$ cat config.mk
export PLATFORM = sky130hd
export DESIGN_NAME = cg_sched
export DESIGN_NICKNAME = d
export VERILOG_FILES = /design/src/rtl/cg_sched.sv
export SDC_FILE = /design/constraint.sdc
export NUM_CORES = 1
export LEC_CHECK = 0
export BUFFER_PORTS_ARGS = -buffer_cell sky130_fd_sc_hd__buf_2
export CAP_MARGIN = 15
export CORE_MARGIN = 3
export CORE_UTILIZATION = 30
export DETAILED_ROUTE_END_ITERATION = 8
export PLACE_DENSITY = 0.47
export SETUP_SLACK_MARGIN = 0.4
export SLEW_MARGIN = 20
export SYNTH_ARGS = -nofsm -noshare
export SYNTH_HDL_FRONTEND = slang
export SYNTH_SLANG_ARGS = --single-unit
$ cat constraint.sdc
create_clock -name clk -period 2.3 [get_ports clk]
set_clock_uncertainty 0.15 [all_clocks]
set_input_delay 0.115 -clock clk [delete_from_list [all_inputs] [get_ports clk]]
set_output_delay 0.115 -clock clk [all_outputs]
set_load 0.03 [all_outputs]
$ cat src/rtl/cg_sched.sv
// cg_sched -- per-channel automatic clock-gating scheduler.
//
// Drives the EN pins of the ICG cells, one per gated clock domain. Each
// channel counts idle cycles, asks its owning block to quiesce, gates the
// clock once the block acknowledges, and ungates on activity with a fixed
// settle delay before reporting the clock ready. Channels are independent.
// Clocked by the ungated source clock that also feeds the ICG CK pins.
//
// Optional build macro: CGSCHED_STAT_EN adds per-channel gated-cycle
// counters (gated_cnt) with a synchronous clear (stat_clr).
//
// Ports:
//   clk           ungated source clock
//   reset         synchronous, active-high; every channel restarts in RUN
//   cfg_auto_en   [NCH]         per-channel auto-gating enable
//   cfg_force_on  [NCH]         per-channel override, keeps the clock running
//   cfg_idle_thr  [NCH*IDLE_W]  idle threshold, channel i at [i*IDLE_W +: IDLE_W]
//   busy          [NCH]         channel activity
//   wake_req      [NCH]         external wake request
//   quiesce_ack   [NCH]         block reports it is safe to stop
//   quiesce_req   [NCH]         request to the block to quiesce (registered)
//   cg_en         [NCH]         ICG enable (registered)
//   clk_rdy       [NCH]         gated clock stable and running (registered)
//   st_off        [NCH]         channel is gated off (registered)
//   gated_cnt     [NCH*32]      cycles spent gated (CGSCHED_STAT_EN only)
//   stat_clr      [NCH]         clear gated_cnt, wins over increment (CGSCHED_STAT_EN only)
//   state_dbg     [NCH*3]       FSM state per channel, channel i at [i*3 +: 3]
//
// Handshake: quiesce_req is a level request held until the channel either
// sees quiesce_ack (and gates) or sees activity (and aborts back to RUN).
// An ack coincident with activity loses; ack outside QREQ is ignored.

module cg_sched #(
  parameter int NCH      = 4,
  parameter int IDLE_W   = 8,
  parameter int WAKE_CYC = 2
) (
  input  logic                  clk,
  input  logic                  reset,
  input  logic [NCH-1:0]        cfg_auto_en,
  input  logic [NCH-1:0]        cfg_force_on,
  input  logic [NCH*IDLE_W-1:0] cfg_idle_thr,
  input  logic [NCH-1:0]        busy,
  input  logic [NCH-1:0]        wake_req,
  input  logic [NCH-1:0]        quiesce_ack,
  output logic [NCH-1:0]        quiesce_req,
  output logic [NCH-1:0]        cg_en,
  output logic [NCH-1:0]        clk_rdy,
  output logic [NCH-1:0]        st_off,
`ifdef CGSCHED_STAT_EN
  input  logic [NCH-1:0]        stat_clr,
  output logic [NCH*32-1:0]     gated_cnt,
`endif
  output logic [NCH*3-1:0]      state_dbg
);

  typedef enum logic [2:0] {
    S_RUN  = 3'd0,
    S_IDLE = 3'd1,
    S_QREQ = 3'd2,
    S_OFF  = 3'd3,
    S_WAKE = 3'd4
  } state_t;

  localparam int WCW = (WAKE_CYC > 1) ? $clog2(WAKE_CYC) : 1;
  localparam logic [WCW-1:0] WAKE_LAST = WCW'(WAKE_CYC - 1);

  for (genvar i = 0; i < NCH; i++) begin : g_ch
    state_t            state_q, state_d;
    logic [IDLE_W-1:0] idle_cnt_q, idle_cnt_d;
    logic [WCW-1:0]    wake_cnt_q, wake_cnt_d;
    logic [IDLE_W-1:0] thr;
    logic              stay_on;
    logic              qreq_q, cg_en_q, rdy_q, off_q;

    assign thr     = cfg_idle_thr[i*IDLE_W +: IDLE_W];
    // Activity or any hold condition keeps (or brings) the clock running.
    assign stay_on = busy[i] | wake_req[i] | cfg_force_on[i] | ~cfg_auto_en[i];

    always_comb begin
      state_d    = state_q;
      idle_cnt_d = idle_cnt_q;
      wake_cnt_d = wake_cnt_q;
      case (state_q)
        S_RUN: begin
          if (!stay_on) begin
            state_d    = S_IDLE;
            idle_cnt_d = '0;
          end
        end
        S_IDLE: begin
          // Activity beats the threshold compare; the compare uses the live
          // threshold so a config change applies immediately.
          if (stay_on) begin
            state_d = S_RUN;
          end else if (idle_cnt_q >= thr) begin
            state_d = S_QREQ;
          end else if (idle_cnt_q != '1) begin
            idle_cnt_d = idle_cnt_q + 1'b1;
          end
        end
        S_QREQ: begin
          if (stay_on) begin
            state_d = S_RUN;
          end else if (quiesce_ack[i]) begin
            state_d = S_OFF;
          end
        end
        S_OFF: begin
          if (stay_on) begin
            state_d    = S_WAKE;
            wake_cnt_d = '0;
          end
        end
        S_WAKE: begin
          // Never aborted: the settle delay always runs to completion.
          if (wake_cnt_q == WAKE_LAST) begin
            state_d = S_RUN;
          end else begin
            wake_cnt_d = wake_cnt_q + 1'b1;
          end
        end
        default: state_d = S_RUN;
      endcase
    end

    // Outputs are decoded from the next state and registered alongside it,
    // so cg_en falls on the same edge that enters OFF with no comb path.
    always_ff @(posedge clk) begin
      if (reset) begin
        state_q    <= S_RUN;
        idle_cnt_q <= '0;
        wake_cnt_q <= '0;
        qreq_q     <= 1'b0;
        cg_en_q    <= 1'b1;
        rdy_q      <= 1'b1;
        off_q      <= 1'b0;
      end else begin
        state_q    <= state_d;
        idle_cnt_q <= idle_cnt_d;
        wake_cnt_q <= wake_cnt_d;
        qreq_q     <= (state_d == S_QREQ);
        cg_en_q    <= (state_d != S_OFF);
        rdy_q      <= (state_d == S_RUN) || (state_d == S_IDLE) || (state_d == S_QREQ);
        off_q      <= (state_d == S_OFF);
      end
    end

    assign quiesce_req[i]    = qreq_q;
    assign cg_en[i]          = cg_en_q;
    assign clk_rdy[i]        = rdy_q;
    assign st_off[i]         = off_q;
    assign state_dbg[i*3 +: 3] = state_q;

`ifdef CGSCHED_STAT_EN
    logic [31:0] gcnt_q;

    always_ff @(posedge clk) begin
      if (reset || stat_clr[i]) begin
        gcnt_q <= '0;
      end else if (state_q == S_OFF) begin
        gcnt_q <= gcnt_q + 32'd1;
      end
    end

    assign gated_cnt[i*32 +: 32] = gcnt_q;
`endif
  end

endmodule
==> flow_metrics.env <==
export IMPL_drtIter0Drc=157
export IMPL_power_density_nw_per_um2=507
export IMPL_portBuffers=81
export IMPL_startpoint="g_ch[1].idle_cnt_q[0]"
export IMPL_tightestPinTransition_ns=0.555
export IMPL_overflow=0
export IMPL_synth_warning_count=0
export IMPL_clkSinkCount=64
export IMPL_min_period_over_period_pct=95.4
export IMPL_clockBufferDepth=2
export IMPL_root_buffer="clkbuf_16"
export IMPL_io_pins=82
export IMPL_crit_chain="inv_2, ha_4, nand2b_4, a2111o_1, a32o_2, or4_1, a21oi_2"
export IMPL_cp_max_fo=7
export IMPL_grt_pass1_wl_um=17200
export IMPL_hold_path_class="in -> reg"
export IMPL_synth_most_common_cell="dfxtp_1"
export IMPL_cp_slowest_cell="or4_1"
export IMPL_synth_edf_count=0
export IMPL_coreArea_um2=12700
export IMPL_dr_pass1_iters=4
export IMPL_synth_top_cell_by_area="dfxtp_1"
export IMPL_fmax_mhz=456
export IMPL_numCtsBuffers=9
export IMPL_total_power_mw=2.95
export IMPL_synth_cells=473
export IMPL_hold_viol_final=0
export IMPL_maxSlewHeadroom_pct=62.9
export IMPL_slowest_delay_ns=0.43
export IMPL_path_buf_inv=1
export IMPL_vias=3844
export IMPL_cts_tree="yes"
export IMPL_slew_viol_final=0
export IMPL_num_antenna_cells=0
export IMPL_grt_antenna_before_repair=0
export IMPL_required_ns=2.41
export IMPL_place_ws_ns=0.0327
export IMPL_crit_type="reg -> reg"
export IMPL_ys_async_sr_fraction_pct=0
export IMPL_cap_violations=0
export IMPL_post_drt_wl_per_cell_um=13.6
export IMPL_synth_area_top_cells="dfxtp_1, ha_1, a21oi_1"
export IMPL_final_util_pct=45.7
export IMPL_die_area_um2=14500
export IMPL_hpwl_um=7550
export IMPL_nets=683
export IMPL_die_y_um=121
export IMPL_hp_start="quiesce_ack[1]"
export IMPL_grt_start_max_net_pins=17
export IMPL_cts_htree_levels=3
export IMPL_ys_ff_latch=64
export IMPL_setup_tns_ns=0
export IMPL_ir_drop_v=0.000355
export IMPL_ff2ff_setup_slack_ns=0.11
export IMPL_placed_cell_area_um2=4770
export IMPL_leakage_nw=2.41
export IMPL_synth_fp_nets=563
export IMPL_drt_wl_total_um=10400
export IMPL_synth_flop_cell="dfxtp_1"
export IMPL_fin_ws_ns=0.105
export IMPL_ys_seq_area_share_pct=32.5
export IMPL_viasPerCell=4.99
export IMPL_place_gp_congestion=0.814
export IMPL_die_w_um=121
export IMPL_ant_nets=0
export IMPL_first_global_vias=3675
export IMPL_syn_to_final_growth_pct=47.6
export IMPL_synth_cell_types=55
export IMPL_clk_latency_ns=0.32
export IMPL_layout_drive_gt1_share_pct=42.5
export IMPL_grt_setup_unrepaired="yes"
export IMPL_syn_area_um2=3940
export IMPL_worst_path_dominant_cell_family="compound AO/OA/AOI/OAI gates"
export IMPL_fill_cells=1280
export IMPL_grt_use_total_pct=14.4
export IMPL_synth_top_cells_by_count="dfxtp_1, inv_1, nand2_1"
export IMPL_worstReg2RegStart="g_ch[1].idle_cnt_q[0]"
export IMPL_setup_violations=0
export IMPL_design_area_um2=5810
export IMPL_std_cell_rows=41
export IMPL_finalCriticalPeriod_ns=2.19
export IMPL_synth_top_cell_area_share_pct=32.5
export IMPL_initial_core_util_pct=30.9
export IMPL_syn_avg_cell_area_um2=8.32
export IMPL_clk_pin_slew_ns=0.06
export IMPL_cp_start_kind="flip-flop"
export IMPL_crit_path_end_kind="flip-flop"
export IMPL_drc=0
export IMPL_cp_arrival_ns=2.31
export IMPL_status="complete, no violations"
[final cells by class]
class / count / area (um2) / share of cell area [%]
multi-input combinational: 334 / 2890 / 49.7
sequential: 64 / 1310 / 22.6
timing repair buffer: 135 / 863 / 14.9
clock buffer: 9 / 225 / 3.88
tap: 172 / 215 / 3.70
inverter: 49 / 184 / 3.17
clock inverter: 7 / 125 / 2.15
[flip-flops by register name, indices dropped and copies added, names as in the netlist]
signal           count
g_ch.qreq_q          4
g_ch.cg_en_q         4
g_ch.state_q        12
g_ch.idle_cnt_q     32
g_ch.wake_cnt_q      4
g_ch.off_q           4
g_ch.rdy_q           4
[cell usage in the layout (no fill, tap or decap), types with 5 or more instances in the layout]
master / netlist / layout
a21o_1: 5 / 5
buf_4: 16 / 42
a21oi_1: 37 / 23
ha_1: 36 / 21
or3_1: 6 / 5
buf_2: 0 / 81
buf_6: 2 / 10
mux2i_1: 11 / 11
ha_4: 0 / 14
nand2b_1: 14 / 11
a21oi_2: 0 / 10
o31ai_2: 0 / 6
o21ai_0: 14 / 10
nand4_1: 9 / 9
clkbuf_16: 0 / 9
dfxtp_2: 0 / 11
nor2_1: 31 / 30
inv_1: 49 / 46
nand2_1: 39 / 37
dfxtp_1: 64 / 49
or4_1: 12 / 7
a211oi_2: 0 / 5
nand3_1: 26 / 24
or4_4: 0 / 5
nor3_1: 10 / 9
[worst reg2reg max path, cell delays in order, from the launching register on]
cell      delay [ns]
dfxtp_2         0.32
inv_2           0.06
ha_4            0.19
nand2b_4        0.13
a2111o_1        0.39
a32o_2          0.31
or4_1           0.43
a21oi_2         0.15
[path summary, 6_finish.rpt]
kind                      endpoint  depth (start not counted)
max reg2reg  g_ch[1].idle_cnt_q[3]                          7
min                  g_ch[1].off_q                          3
min reg2reg     g_ch[3].wake_cnt_q                          2
max          g_ch[1].idle_cnt_q[3]                          7
[routing by layer]
layer  vias to the layer above  global-route usage, %  wire (um)
met1                      1811                   18.5       4890
met2                        75                   24.1       4980
met3                        10                   3.70        481
met4                         0                   3.82        101
li1                       1948                      -          -
met5                         -                      0          0
[cells by family (layout without fill, tap and decap cells)]
| family | count (synthesis) | count (layout) | synth area share (%) |
|---|---|---|---|
| mux | 12 | 12 | 3.08 |
| buf+inv | 75 | 200 | 9.06 |
| flops | 64 | 64 | 32.5 |
| simple gates | 177 | 177 | 25.1 |
| compound gates | 109 | 109 | 18.7 |
| fa+ha+maj | 36 | 36 | 11.4 |
[power breakdown]
| group | internal [mW] | switching, mW |
|---|---|---|
| registers | 1.11 | 0.00425 |
| clock network | 1.07 | 0.533 |
| logic | 0.111 | 0.120 |
| total | 2.29 | 0.657 |
[repair_timing]
action                                  4_1_cts  5_1_grt
buffers inserted                             18        8
hold buffers                                  1        0
pin swaps                                    35       16
resized for setup                            49       45
hold endpoints to repair                      1        0
endpoints found under the setup margin       35       42
[stage by stage]
stage / hold slack, ns / instances
after global placement: 0.306 / 727
final: 0.00522 / 770
after global routing: 0.0233 / 770
after CTS: 0.00485 / 762
after floorplan: 0.171 / 473
after detailed placement: 0.316 / 727
(Power assumes the default switching activity.)
